$ cat src/rtl/jogo_sequencia_param_pkg.sv
// Shared definitions for the sequence game: state encodings (these are the
// db_estado codes), the default LFSR seed and the LFSR step function.
package jogo_sequencia_param_pkg;

    typedef enum logic [3:0] {
        INICIAL     = 4'h0,
        PREPARA     = 4'h1,
        GERA        = 4'h2,
        MOSTRA      = 4'h3,
        APAGA       = 4'h4,
        ESPERA      = 4'h5,
        COMPARA     = 4'h6,
        FIM_ACERTO  = 4'hA,
        FIM_ERRO    = 4'hE,
        FIM_TIMEOUT = 4'hF
    } estado_t;

    // Seed for the repeatable game, also the substitute for an all-zero seed
    // (an all-zero LFSR would lock up).
    localparam logic [15:0] SEMENTE_PADRAO = 16'hACE1;

    // One step of the 16-bit Fibonacci LFSR, taps 16,14,13,11 (right-shift form).
    function automatic logic [15:0] lfsr_passo(input logic [15:0] q);
        return {q[0] ^ q[2] ^ q[3] ^ q[5], q[15:1]};
    endfunction

endpackage

$ cat src/rtl/jogo_sequencia_param_lfsr.sv
// 16-bit LFSR used as the pseudo-random source of the game sequence.
// carrega has priority over avanca; a zero seed is replaced by the default.
module lfsr_16
    import jogo_sequencia_param_pkg::*;
(
    input  logic        clock,
    input  logic        reset,
    input  logic        carrega,
    input  logic [15:0] semente,
    input  logic        avanca,
    output logic [15:0] q
);

    logic [15:0] q_r;

    // LFSR register: load seed, step, or hold.
    always_ff @(posedge clock or posedge reset) begin
        if (reset) begin
            q_r <= SEMENTE_PADRAO;
        end else if (carrega) begin
            if (semente == 16'h0000) begin
                q_r <= SEMENTE_PADRAO;
            end else begin
                q_r <= semente;
            end
        end else if (avanca) begin
            q_r <= lfsr_passo(q_r);
        end else begin
            q_r <= q_r;
        end
    end

    assign q = q_r;

endmodule

$ cat src/rtl/jogo_sequencia_param.sv
// Memory-sequence game ("Simon"): shows a growing pseudo-random sequence on
// one-hot LEDs and checks the player's button presses against it.
// Outputs are registered from the next-state values so they line up with
// the state register (db_estado) cycle for cycle.
module jogo_sequencia_param
    import jogo_sequencia_param_pkg::*;
#(
    parameter int N         = 4,
    parameter int A         = 4,
    parameter int T_MOSTRA  = 500,
    parameter int T_TIMEOUT = 5000
) (
    input  logic         clock,
    input  logic         reset,
    input  logic         iniciar,
    input  logic         modo,
    input  logic [N-1:0] botoes,
    output logic [N-1:0] leds,
    output logic         pronto,
    output logic         acertou,
    output logic         errou,
    output logic         timeout,
    output logic [3:0]   db_estado,
    output logic [A-1:0] db_rodada,
    output logic [A-1:0] db_endereco,
    output logic [N-1:0] db_jogada
);

    localparam int IW    = $clog2(N);
    localparam int L     = 1 << A;
    localparam int T_MAX = (T_TIMEOUT > T_MOSTRA) ? T_TIMEOUT : T_MOSTRA;
    localparam int TW    = $clog2(T_MAX) + 1;

    localparam logic [TW-1:0] FIM_MOSTRA  = TW'(T_MOSTRA - 1);
    localparam logic [TW-1:0] FIM_APAGA   = TW'((T_MOSTRA / 2) - 1);
    localparam logic [TW-1:0] FIM_ESPERA  = TW'(T_TIMEOUT - 1);
    localparam logic [A-1:0]  RODADA_MAX  = A'(L - 1);

    // Index to one-hot LED/button pattern.
    function automatic logic [N-1:0] para_onehot(input logic [IW-1:0] idx);
        logic [N-1:0] v;
        v      = {N{1'b0}};
        v[idx] = 1'b1;
        return v;
    endfunction

    // True when exactly one bit is set.
    function automatic logic eh_onehot(input logic [N-1:0] v);
        return (v != {N{1'b0}}) && ((v & (v - N'(1))) == {N{1'b0}});
    endfunction

    estado_t        estado_r, estado_s;
    logic [A-1:0]   rodada_r, rodada_s;
    logic [A-1:0]   endereco_r, endereco_s;
    logic [TW-1:0]  timer_r, timer_s;
    logic [N-1:0]   jogada_r, jogada_s;
    logic           botao_ant_r;
    logic [15:0]    cont_livre_r;
    logic [IW-1:0]  mem_r [L];

    logic           carrega_s;
    logic           avanca_s;
    logic           mem_we_s;
    logic [15:0]    semente_bruta_s;
    logic [15:0]    semente_s;
    logic [15:0]    lfsr_q_s;
    logic           jogada_det_s;
    logic           acerto_s;
    logic [IW-1:0]  mem_rd_s;

    logic [N-1:0]   leds_r, leds_s;
    logic           pronto_r, pronto_s;
    logic           acertou_r, acertou_s;
    logic           errou_r, errou_s;
    logic           timeout_r, timeout_s;

    lfsr_16 u_lfsr (
        .clock   (clock),
        .reset   (reset),
        .carrega (carrega_s),
        .semente (semente_s),
        .avanca  (avanca_s),
        .q       (lfsr_q_s)
    );

    // A play is the rising edge of "any button": a button already held when
    // waiting starts must be released before it can count.
    assign jogada_det_s = (|botoes) & ~botao_ant_r;

    // Captured play must be a single button matching the current element.
    assign acerto_s = eh_onehot(jogada_r) && (jogada_r == para_onehot(mem_r[endereco_r]));

    // Seed selection: fixed seed or free-running counter, never zero.
    always_comb begin
        semente_bruta_s = SEMENTE_PADRAO;
        semente_s       = SEMENTE_PADRAO;
        if (modo) begin
            semente_bruta_s = cont_livre_r;
        end else begin
            semente_bruta_s = SEMENTE_PADRAO;
        end
        if (semente_bruta_s == 16'h0000) begin
            semente_s = SEMENTE_PADRAO;
        end else begin
            semente_s = semente_bruta_s;
        end
    end

    // Next-state logic and datapath control.
    always_comb begin
        estado_s   = estado_r;
        rodada_s   = rodada_r;
        endereco_s = endereco_r;
        timer_s    = timer_r;
        jogada_s   = jogada_r;
        carrega_s  = 1'b0;
        avanca_s   = 1'b0;
        mem_we_s   = 1'b0;
        case (estado_r)
            INICIAL: begin
                if (iniciar) begin
                    estado_s = PREPARA;
                end else begin
                    estado_s = INICIAL;
                end
            end
            PREPARA: begin
                rodada_s   = {A{1'b0}};
                endereco_s = {A{1'b0}};
                timer_s    = {TW{1'b0}};
                carrega_s  = 1'b1;
                estado_s   = GERA;
            end
            GERA: begin
                mem_we_s   = 1'b1;
                avanca_s   = 1'b1;
                endereco_s = {A{1'b0}};
                timer_s    = {TW{1'b0}};
                estado_s   = MOSTRA;
            end
            MOSTRA: begin
                if (timer_r == FIM_MOSTRA) begin
                    timer_s  = {TW{1'b0}};
                    estado_s = APAGA;
                end else begin
                    timer_s  = timer_r + TW'(1);
                end
            end
            APAGA: begin
                if (timer_r == FIM_APAGA) begin
                    timer_s = {TW{1'b0}};
                    if (endereco_r == rodada_r) begin
                        endereco_s = {A{1'b0}};
                        estado_s   = ESPERA;
                    end else begin
                        endereco_s = endereco_r + A'(1);
                        estado_s   = MOSTRA;
                    end
                end else begin
                    timer_s = timer_r + TW'(1);
                end
            end
            ESPERA: begin
                // A play in the last waiting cycle wins over the timeout.
                if (jogada_det_s) begin
                    jogada_s = botoes;
                    timer_s  = {TW{1'b0}};
                    estado_s = COMPARA;
                end else if (timer_r == FIM_ESPERA) begin
                    timer_s  = {TW{1'b0}};
                    estado_s = FIM_TIMEOUT;
                end else begin
                    timer_s  = timer_r + TW'(1);
                end
            end
            COMPARA: begin
                if (!acerto_s) begin
                    estado_s = FIM_ERRO;
                end else if (endereco_r < rodada_r) begin
                    endereco_s = endereco_r + A'(1);
                    timer_s    = {TW{1'b0}};
                    estado_s   = ESPERA;
                end else if (rodada_r != RODADA_MAX) begin
                    rodada_s = rodada_r + A'(1);
                    estado_s = GERA;
                end else begin
                    estado_s = FIM_ACERTO;
                end
            end
            FIM_ACERTO, FIM_ERRO, FIM_TIMEOUT: begin
                if (iniciar) begin
                    estado_s = PREPARA;
                end else begin
                    estado_s = estado_r;
                end
            end
            default: begin
                estado_s = INICIAL;
            end
        endcase
    end

    // Element shown next cycle; forwards the value being written in GERA.
    always_comb begin
        mem_rd_s = mem_r[endereco_s];
        if (mem_we_s && (rodada_r == endereco_s)) begin
            mem_rd_s = lfsr_q_s[IW-1:0];
        end else begin
            mem_rd_s = mem_r[endereco_s];
        end
    end

    // Output values for the next cycle, derived from the next state.
    always_comb begin
        leds_s    = {N{1'b0}};
        pronto_s  = 1'b0;
        acertou_s = 1'b0;
        errou_s   = 1'b0;
        timeout_s = 1'b0;
        case (estado_s)
            MOSTRA: begin
                leds_s = para_onehot(mem_rd_s);
            end
            FIM_ACERTO: begin
                pronto_s  = 1'b1;
                acertou_s = 1'b1;
            end
            FIM_ERRO: begin
                pronto_s = 1'b1;
                errou_s  = 1'b1;
            end
            FIM_TIMEOUT: begin
                pronto_s  = 1'b1;
                timeout_s = 1'b1;
            end
            default: begin
                leds_s = {N{1'b0}};
            end
        endcase
    end

    // State, counters and captured play.
    always_ff @(posedge clock or posedge reset) begin
        if (reset) begin
            estado_r    <= INICIAL;
            rodada_r    <= {A{1'b0}};
            endereco_r  <= {A{1'b0}};
            timer_r     <= {TW{1'b0}};
            jogada_r    <= {N{1'b0}};
            botao_ant_r <= 1'b0;
        end else begin
            estado_r    <= estado_s;
            rodada_r    <= rodada_s;
            endereco_r  <= endereco_s;
            timer_r     <= timer_s;
            jogada_r    <= jogada_s;
            botao_ant_r <= |botoes;
        end
    end

    // Free-running seed counter, independent of game state.
    always_ff @(posedge clock or posedge reset) begin
        if (reset) begin
            cont_livre_r <= 16'h0000;
        end else begin
            cont_livre_r <= cont_livre_r + 16'h0001;
        end
    end

    // Sequence memory; contents are irrelevant after reset.
    always_ff @(posedge clock) begin
        if (mem_we_s) begin
            mem_r[rodada_r] <= lfsr_q_s[IW-1:0];
        end
    end

    // Registered outputs.
    always_ff @(posedge clock or posedge reset) begin
        if (reset) begin
            leds_r    <= {N{1'b0}};
            pronto_r  <= 1'b0;
            acertou_r <= 1'b0;
            errou_r   <= 1'b0;
            timeout_r <= 1'b0;
        end else begin
            leds_r    <= leds_s;
            pronto_r  <= pronto_s;
            acertou_r <= acertou_s;
            errou_r   <= errou_s;
            timeout_r <= timeout_s;
        end
    end

    assign leds        = leds_r;
    assign pronto      = pronto_r;
    assign acertou     = acertou_r;
    assign errou       = errou_r;
    assign timeout     = timeout_r;
    assign db_estado   = estado_r;
    assign db_rodada   = rodada_r;
    assign db_endereco = endereco_r;
    assign db_jogada   = jogada_r;

endmodule

$ cat config.mk
export PLATFORM = sky130hd
export DESIGN_NAME = jogo_sequencia_param
export DESIGN_NICKNAME = d
export VERILOG_FILES = /design/src/rtl/jogo_sequencia_param_pkg.sv /design/src/rtl/jogo_sequencia_param_lfsr.sv /design/src/rtl/jogo_sequencia_param.sv
export SDC_FILE = /design/constraint.sdc
export NUM_CORES = 1
export LEC_CHECK = 0
export ABC_CLOCK_PERIOD_IN_PS = 10580
export CAP_MARGIN = 25
export CORE_MARGIN = 2
export CORE_UTILIZATION = 65
export CTS_CLUSTER_DIAMETER = 30
export DETAILED_ROUTE_END_ITERATION = 10
export HOLD_SLACK_MARGIN = 0.06
export PLACE_DENSITY = 0.86
export SLEW_MARGIN = 20
export SYNTH_ARGS = -nofsm -noshare
export SYNTH_HDL_FRONTEND = slang
export SYNTH_SLANG_ARGS = --single-unit
$ cat constraint.sdc
create_clock -name clock -period 10.58 [get_ports clock]
set_input_delay 2.116 -clock clock [delete_from_list [all_inputs] [get_ports clock]]
set_output_delay 2.116 -clock clock [all_outputs]
set_load 0.02 [all_outputs]
; ---- Yosys cells after proc, flatten, opt, wreduce, memory -nomap -nowiden
; Memory sizes are Yosys's and may differ from the RTL's.
; Index checks and enable logic that the tools add are counted.
[totals]
reg_bits = 71
latch_bits = 0
ramBits = 32
rom_bits = 0
output_inout_bits = 24
wordCells = 120
n_memories = 1
[mem_list]
columns = memory, words, word_bits, rd, rd_ports_with_merged_regs, wr, line
row1 = mem_r, 16, 2, 2, 0, 1, jogo_sequencia_param.sv:59  ; logic [IW-1:0] mem_r [L];
[classes]
addsub = 5
mul = 0
div = 0
magnitude_cmp = 5
n_eq_ne = 24
n_shift = 0
mux = 46
n_bitwise = 6
n_reduce_logical = 20
[ops]
columns = cell, n
row1 = $mux 14, 6
row2 = $mux 16, 5
row3 = $pmux 14 s5, 1
row4 = $mux 4, 16
row5 = $logic_not 16->1, 2
row6 = $pmux 4 s8, 1
row7 = $eq 4x4->1 const B, 6
row8 = $add 16x1->16 const B, 1
row9 = $add 14x1->14 const B, 1
row10 = $eq 14x13->1 const B, 1
row11 = $eq 14x8->1 const B, 1
row12 = $eq 14x9->1 const B, 1
row13 = $eq 4x2->1 const B, 3
row14 = $eq 4x3->1 const B, 3
row15 = $eq 4x4->1, 3
row16 = $pmux 4 s3, 1
row17 = $mux 1, 11
row18 = $add 4x1->4 const B, 2
row19 = $logic_not 4->1, 2
row20 = $ne 2x2->1 const B, 4
row21 = $pmux 4 s2, 1
row22 = $lt 2x3->1 const B, 2
row23 = $reduce_or 3->1, 2
row24 = $logic_and 1x1->1, 5
row25 = 20 further kinds, 25

; ---- Depth between registers and ports, before layout
; An unclocked memory read counts as a cell.
[depth]
ltp_word = 17
ltp_mapped = 18

; ---- Hierarchy
; Synthesis repeated with hierarchy kept, for this count alone.
[unflattened]
hier_cells = 526
hier_area_um2 = 5771.8
[modules_own_cells]
columns = module, n_inst, cells_per_inst, area_per_inst_um2, seq_area_each_um2
row1 = jogo_sequencia_param, 1, 454, 4921.0, 2337.2
row2 = lfsr_16, 1, 72, 850.8, 410.4

; ---- Least setup slack after synthesis
; OpenSTA, ideal clock, no wires.
[synth_timing]
kind = register -> register
startpoint = reg endereco_r[0] (netlist: db_endereco[0])
endpoint = reg leds_r[0] (netlist: leds[0])
setup_ps = 94
arrival_ps = 3603
path_slack_ps = 6883
path_stages_with_launch = 16
path_buffers = 2
synth_period_minus_slack_ps = 3697
cell_sequence = dfrtp_1 > buf_6 > mux4_2 > mux2i_1 > o32a_2 > o2111ai_1 > a211o_1 > and2_4 > o31ai_4 > and2_4 > buf_6 > inv_8 > mux2_4 > a2bb2o_4 > a211o_1 > a211oi_1
[synth_between]
elab_chain_len = 17
[synth_rtl]
columns = element, line
row1 = "start, declared", jogo_sequencia_param.sv:54  ; logic [A-1:0] endereco_r, endereco_s;
row2 = "start signal, assigned", jogo_sequencia_param.sv:247  ; endereco_r <= {A{1'b0}};
row3 = "start signal, assigned", jogo_sequencia_param.sv:254  ; endereco_r <= endereco_s;
row4 = $mem_v2 16x2, --
row5 = $lt 2x3->1 (not written as such) or $ge 2x1->1 (tied branches), jogo_sequencia_param.sv:43  ; v[idx] = 1'b1;
row6 = $logic_and 1x1->1 (not written as such), jogo_sequencia_param.sv:43
row7 = $mux 1 (not written as such), jogo_sequencia_param.sv:43
row8 = $demux 1 s2, jogo_sequencia_param.sv:43
row9 = $eq 4x4->1, jogo_sequencia_param.sv:91  ; assign acerto_s = eh_onehot(jogada_r) && (jogada_r == para_onehot(mem_r[endereco_r]));
row10 = $logic_and 1x1->1, jogo_sequencia_param.sv:91
row11 = $mux 4, jogo_sequencia_param.sv:177  ; if (!acerto_s) begin
row12 = [... 1 more ...], --
row13 = via endereco_s[1], jogo_sequencia_param.sv:54
row14 = "parallel branches: the longest is 2 deep, another holds $mem_v2 16x2", --
row15 = $mux 2 (*), jogo_sequencia_param.sv:206  ; if (mem_we_s && (rodada_r == endereco_s)) begin
row16 = $lt 2x3->1 (not written as such) or $ge 2x1->1 (tied branches), jogo_sequencia_param.sv:43
row17 = $logic_and 1x1->1 (not written as such), jogo_sequencia_param.sv:43
row18 = $mux 1 (not written as such), jogo_sequencia_param.sv:43
row19 = $demux 1 s2 (*), jogo_sequencia_param.sv:43
row20 = $mux 4 (*), jogo_sequencia_param.sv:220  ; case (estado_s)
row21 = via leds_s[0], jogo_sequencia_param.sv:71  ; logic [N-1:0] leds_r, leds_s;
row22 = "end signal, assigned", jogo_sequencia_param.sv:280  ; leds_r <= {N{1'b0}};
row23 = "end signal, assigned", jogo_sequencia_param.sv:286  ; leds_r <= leds_s;
row24 = "end, declared", jogo_sequencia_param.sv:71
; Mark *: on every way through the listed nets, which the timed path passes.
; A chain may end at the register's enable or synchronous reset.

; ---- Final worst setup path
[layout_timing]
startpoint = reg endereco_r[0] (netlist: db_endereco[0])
endpoint = reg leds_r[0] (netlist: leds[0])
[layout_between]
elab_chain_len = 17
[layout_rtl]
columns = element, line
row1 = "parallel branches: the longest is 16 deep, another holds $lt 2x3->1", --
row2 = $mux 4 (*), jogo_sequencia_param.sv:220
row3 = via leds_s[0], jogo_sequencia_param.sv:71
; Marked as above.

==> impl_metrics.env <==
export IMPL_slew_limit_headroom=0.336
export IMPL_final_cell_mix="63 x dfrtp_1, 62 x nand2_1, 59 x nor2_1"
export IMPL_crit_chain="buf_16 -> mux4_1 -> nor2b_1 -> o32ai_1 -> o2111ai_1 -> a211o_1 -> a21oi_2 -> a311oi_4 -> buf_6 -> mux2i_1 -> mux2_4 -> a2bb2o_4 -> a211o_1 -> a211oi_1"
export IMPL_first_iter_violations=367
export IMPL_place_ws_ps=5870
export IMPL_worst_hold_path_type="flip-flop to flip-flop"
export IMPL_drv_slew=0
export IMPL_critPathRequiredTime_ps=10850
export IMPL_synth_distinct_cells=75
export IMPL_synth_avg_cell_area_um2=9.99
export IMPL_core_area_um2=8640
export IMPL_cp_end_kind="flip-flop"
export IMPL_postLayoutCellArea_um2=6340
export IMPL_path_class="flip-flop to flip-flop"
export IMPL_worstPathArrival_ps=4620
export IMPL_wl_per_cell_um=17.6
export IMPL_floorplan_die_area_um2=9590
export IMPL_ctsHtreeMaxLevel=3
export IMPL_layout_nets=620
export IMPL_finalCriticalPeriod_ps=4350
export IMPL_layout_cells_non_filler=713
export IMPL_cts_clk_slew_worst_paths_ps=100
export IMPL_routed_vias_inst=6.35
export IMPL_cts_repair_resize_count=0
export IMPL_num_rows=34
export IMPL_power_density_nw_per_um2=178
export IMPL_cellLeakagePower_nw=2.55
export IMPL_critical_path_n_buffers_inverters=2
export IMPL_cts_tree="built"
export IMPL_chipHeight_um=97.9
export IMPL_postSynth_topFlopCell="dfrtp_1"
export IMPL_dp_hpwl_um=9130
export IMPL_critPathMostFrequentCell="a211o_1"
export IMPL_insertion_delay_ps=380
export IMPL_maxCapViolations=0
export IMPL_timing_critical_path_slowest_stage_cell="a311oi_4"
export IMPL_finish_utilization=0.734
export IMPL_quantity_of_hold_fixing_buffers_added_after_cts=0
export IMPL_post_route_cells_drive_above_1_share=0.0909
export IMPL_drtPass1Iterations=5
export IMPL_ys_seq_area_frac=0.479
export IMPL_synth_edf_count=32
export IMPL_kind_of_cell_with_the_highest_combined_delay_on_the_critical_path="compound AO/OA/AOI/OAI gates"
export IMPL_die_width_um=97.9
export IMPL_synthesized_netlist_cell_count=574
export IMPL_synth_net_count=594
export IMPL_place_inst=695
export IMPL_start_util=0.664
export IMPL_critical_path_max_fanout=17
export IMPL_ctsLongestPathBuffers=2
export IMPL_most_common_cell_after_layout_fill_and_taps_aside="dfrtp_1"
export IMPL_synth_warning_count=0
export IMPL_power_ir_vdd_worst_uv=97.7
export IMPL_clock_tree_root_cell="clkbuf_8"
export IMPL_ant_nets=0
export IMPL_setup_slack_ps=6230
export IMPL_antenna_cells=0
export IMPL_area_leader_netlist="dfrtp_1"
export IMPL_setup_worst_path_start_class="flip-flop"
export IMPL_post_synth_main_area_contributors="dfrtp_1 27%, edfxtp_1 17%, mux2i_1 5.2%, nand2_1 4.1%, nor2_1 3.9%"
export IMPL_gp_routability_congestion=0.901
export IMPL_run_status="finished, final reports clean"
export IMPL_grt_antenna_before_repair=0
export IMPL_rsz_0062_raised_after_global_routing="no"
export IMPL_track_usage=0.273
export IMPL_post_cts_repair_setup_buffers=0
export IMPL_post_dp_cell_area_um2=6110
export IMPL_cts_inserted_buffers=9
export IMPL_first_global_vias=4291
export IMPL_worst_clock_skew_ps=11.5
export IMPL_max_clock_freq_ghz=0.230
export IMPL_numPortBuffers=31
export IMPL_synth_cell_area_um2=5730
export IMPL_numClockSinks=103
export IMPL_wire_length_of_the_first_global_routing_pass_um=21000
export IMPL_pin_count=32
export IMPL_ys_async_sr_fraction=0.689
export IMPL_maximum_number_of_pins_on_one_net_before_global_route_repair=72
export IMPL_tns_ps=0
export IMPL_worst_pin_slew_ps=989
export IMPL_area_delta_synth_final_pct=10.5
export IMPL_vias=4529
export IMPL_globalRoute_totalOverflow=0
export IMPL_worst_path_largest_cell_delay_ps=600
export IMPL_drt_wl_total_um=12600
export IMPL_post_route_drc_count=0
export IMPL_synth_ff_latch_count=103
export IMPL_report_final_hold_viol_count=0
export IMPL_synthDominantCellAreaShare=0.275
export IMPL_timing_final_crit_share=0.411
export IMPL_final_setup_viol_count=0
[cell usage after synthesis, drive strengths merged, types with 12 or more instances]
master / n
dfrtp: 63
nand2: 62
nor2: 59
o21ai: 51
edfxtp: 32
mux2i: 30
a21oi: 29
inv: 24
nand3: 23
xnor2: 17
clkbuf: 15
nor3: 15
and3: 13
ha: 12
[worst paths after layout]
kind | startpoint | to | slack (ps) | depth (start not counted)
setup / recovery | db_endereco[0]$_DFF_PP0_ | leds[0]$_DFF_PP0_ | 6230 | 14
hold / removal | u_lfsr.q[11]$_DFFE_PP1P_ | u_lfsr.q[11]$_DFFE_PP1P_ | 480 | 2
setup reg to reg | db_endereco[0]$_DFF_PP0_ | leds[0]$_DFF_PP0_ | 6230 | 14
hold reg to reg | u_lfsr.q[11]$_DFFE_PP1P_ | u_lfsr.q[11]$_DFFE_PP1P_ | 480 | 2
max in group asynchronous | reset | db_endereco[0]$_DFF_PP0_ | 7700 | 3
min in group asynchronous | reset | cont_livre_r[13]$_DFF_PP0_ | 2320 | 3
[worst reg2reg max path, stage by stage (launching register included)]
cell	delay, ps
dfrtp_1	590
buf_16	210
mux4_1	580
nor2b_1	170
o32ai_1	140
o2111ai_1	130
a211o_1	310
a21oi_2	130
a311oi_4	600
buf_6	280
mux2i_1	240
mux2_4	180
a2bb2o_4	210
a211o_1	280
a211oi_1	220
[layout make-up]
class,instances,area [µm²]
Tap cell,108,135
Clock inverter,6,70.1
Fill cell,614,2300
Multi-Input combinational cell,424,2780
Inverter,25,101
Clock buffer,10,128
Sequential cell,103,2750
Timing Repair Buffer,37,377
[metal layers]
layer | track usage | vias to the layer above | wire length (µm)
met2 | 0.445 | 165 | 6130
met3 | 0.0429 | 23 | 701
met4 | 0.0983 | 0 | 281
li1 | - | 2146 | -
met1 | 0.374 | 2195 | 5440
met5 | 0 | - | 0
[cell families after synthesis]
group / synth area share
flops: 0.479
buf+inv: 0.0401
mux: 0.0740
compound gates: 0.156
xor+xnor: 0.0367
simple gates: 0.188
fa+ha+maj: 0.0262
[state kept, by name, indices dropped and copies added (netlist names), 4 cells and up]
| name | flops |
|---|---|
| timer_r | 14 |
| db_estado | 4 |
| cont_livre_r | 16 |
| u_lfsr.q | 16 |
| db_endereco | 4 |
| db_rodada | 4 |
| leds | 4 |
| mem_r | 32 |
| db_jogada | 4 |
[stage by stage]
stage,power (W),hold slack (ps)
after global placement,0.000866,466
after detailed placement,0.000883,474
after CTS,0.00113,488
final,0.00113,481
after global routing,0.00120,507
after floorplan,0.000783,440
[power breakdown]
group,switching (W),internal [W]
clock,0.000140,0.000111
combinational,0.000202,0.000123
sequential,0.0000598,0.000493
total,0.000402,0.000727
Power figures use the tool's default switching activity.
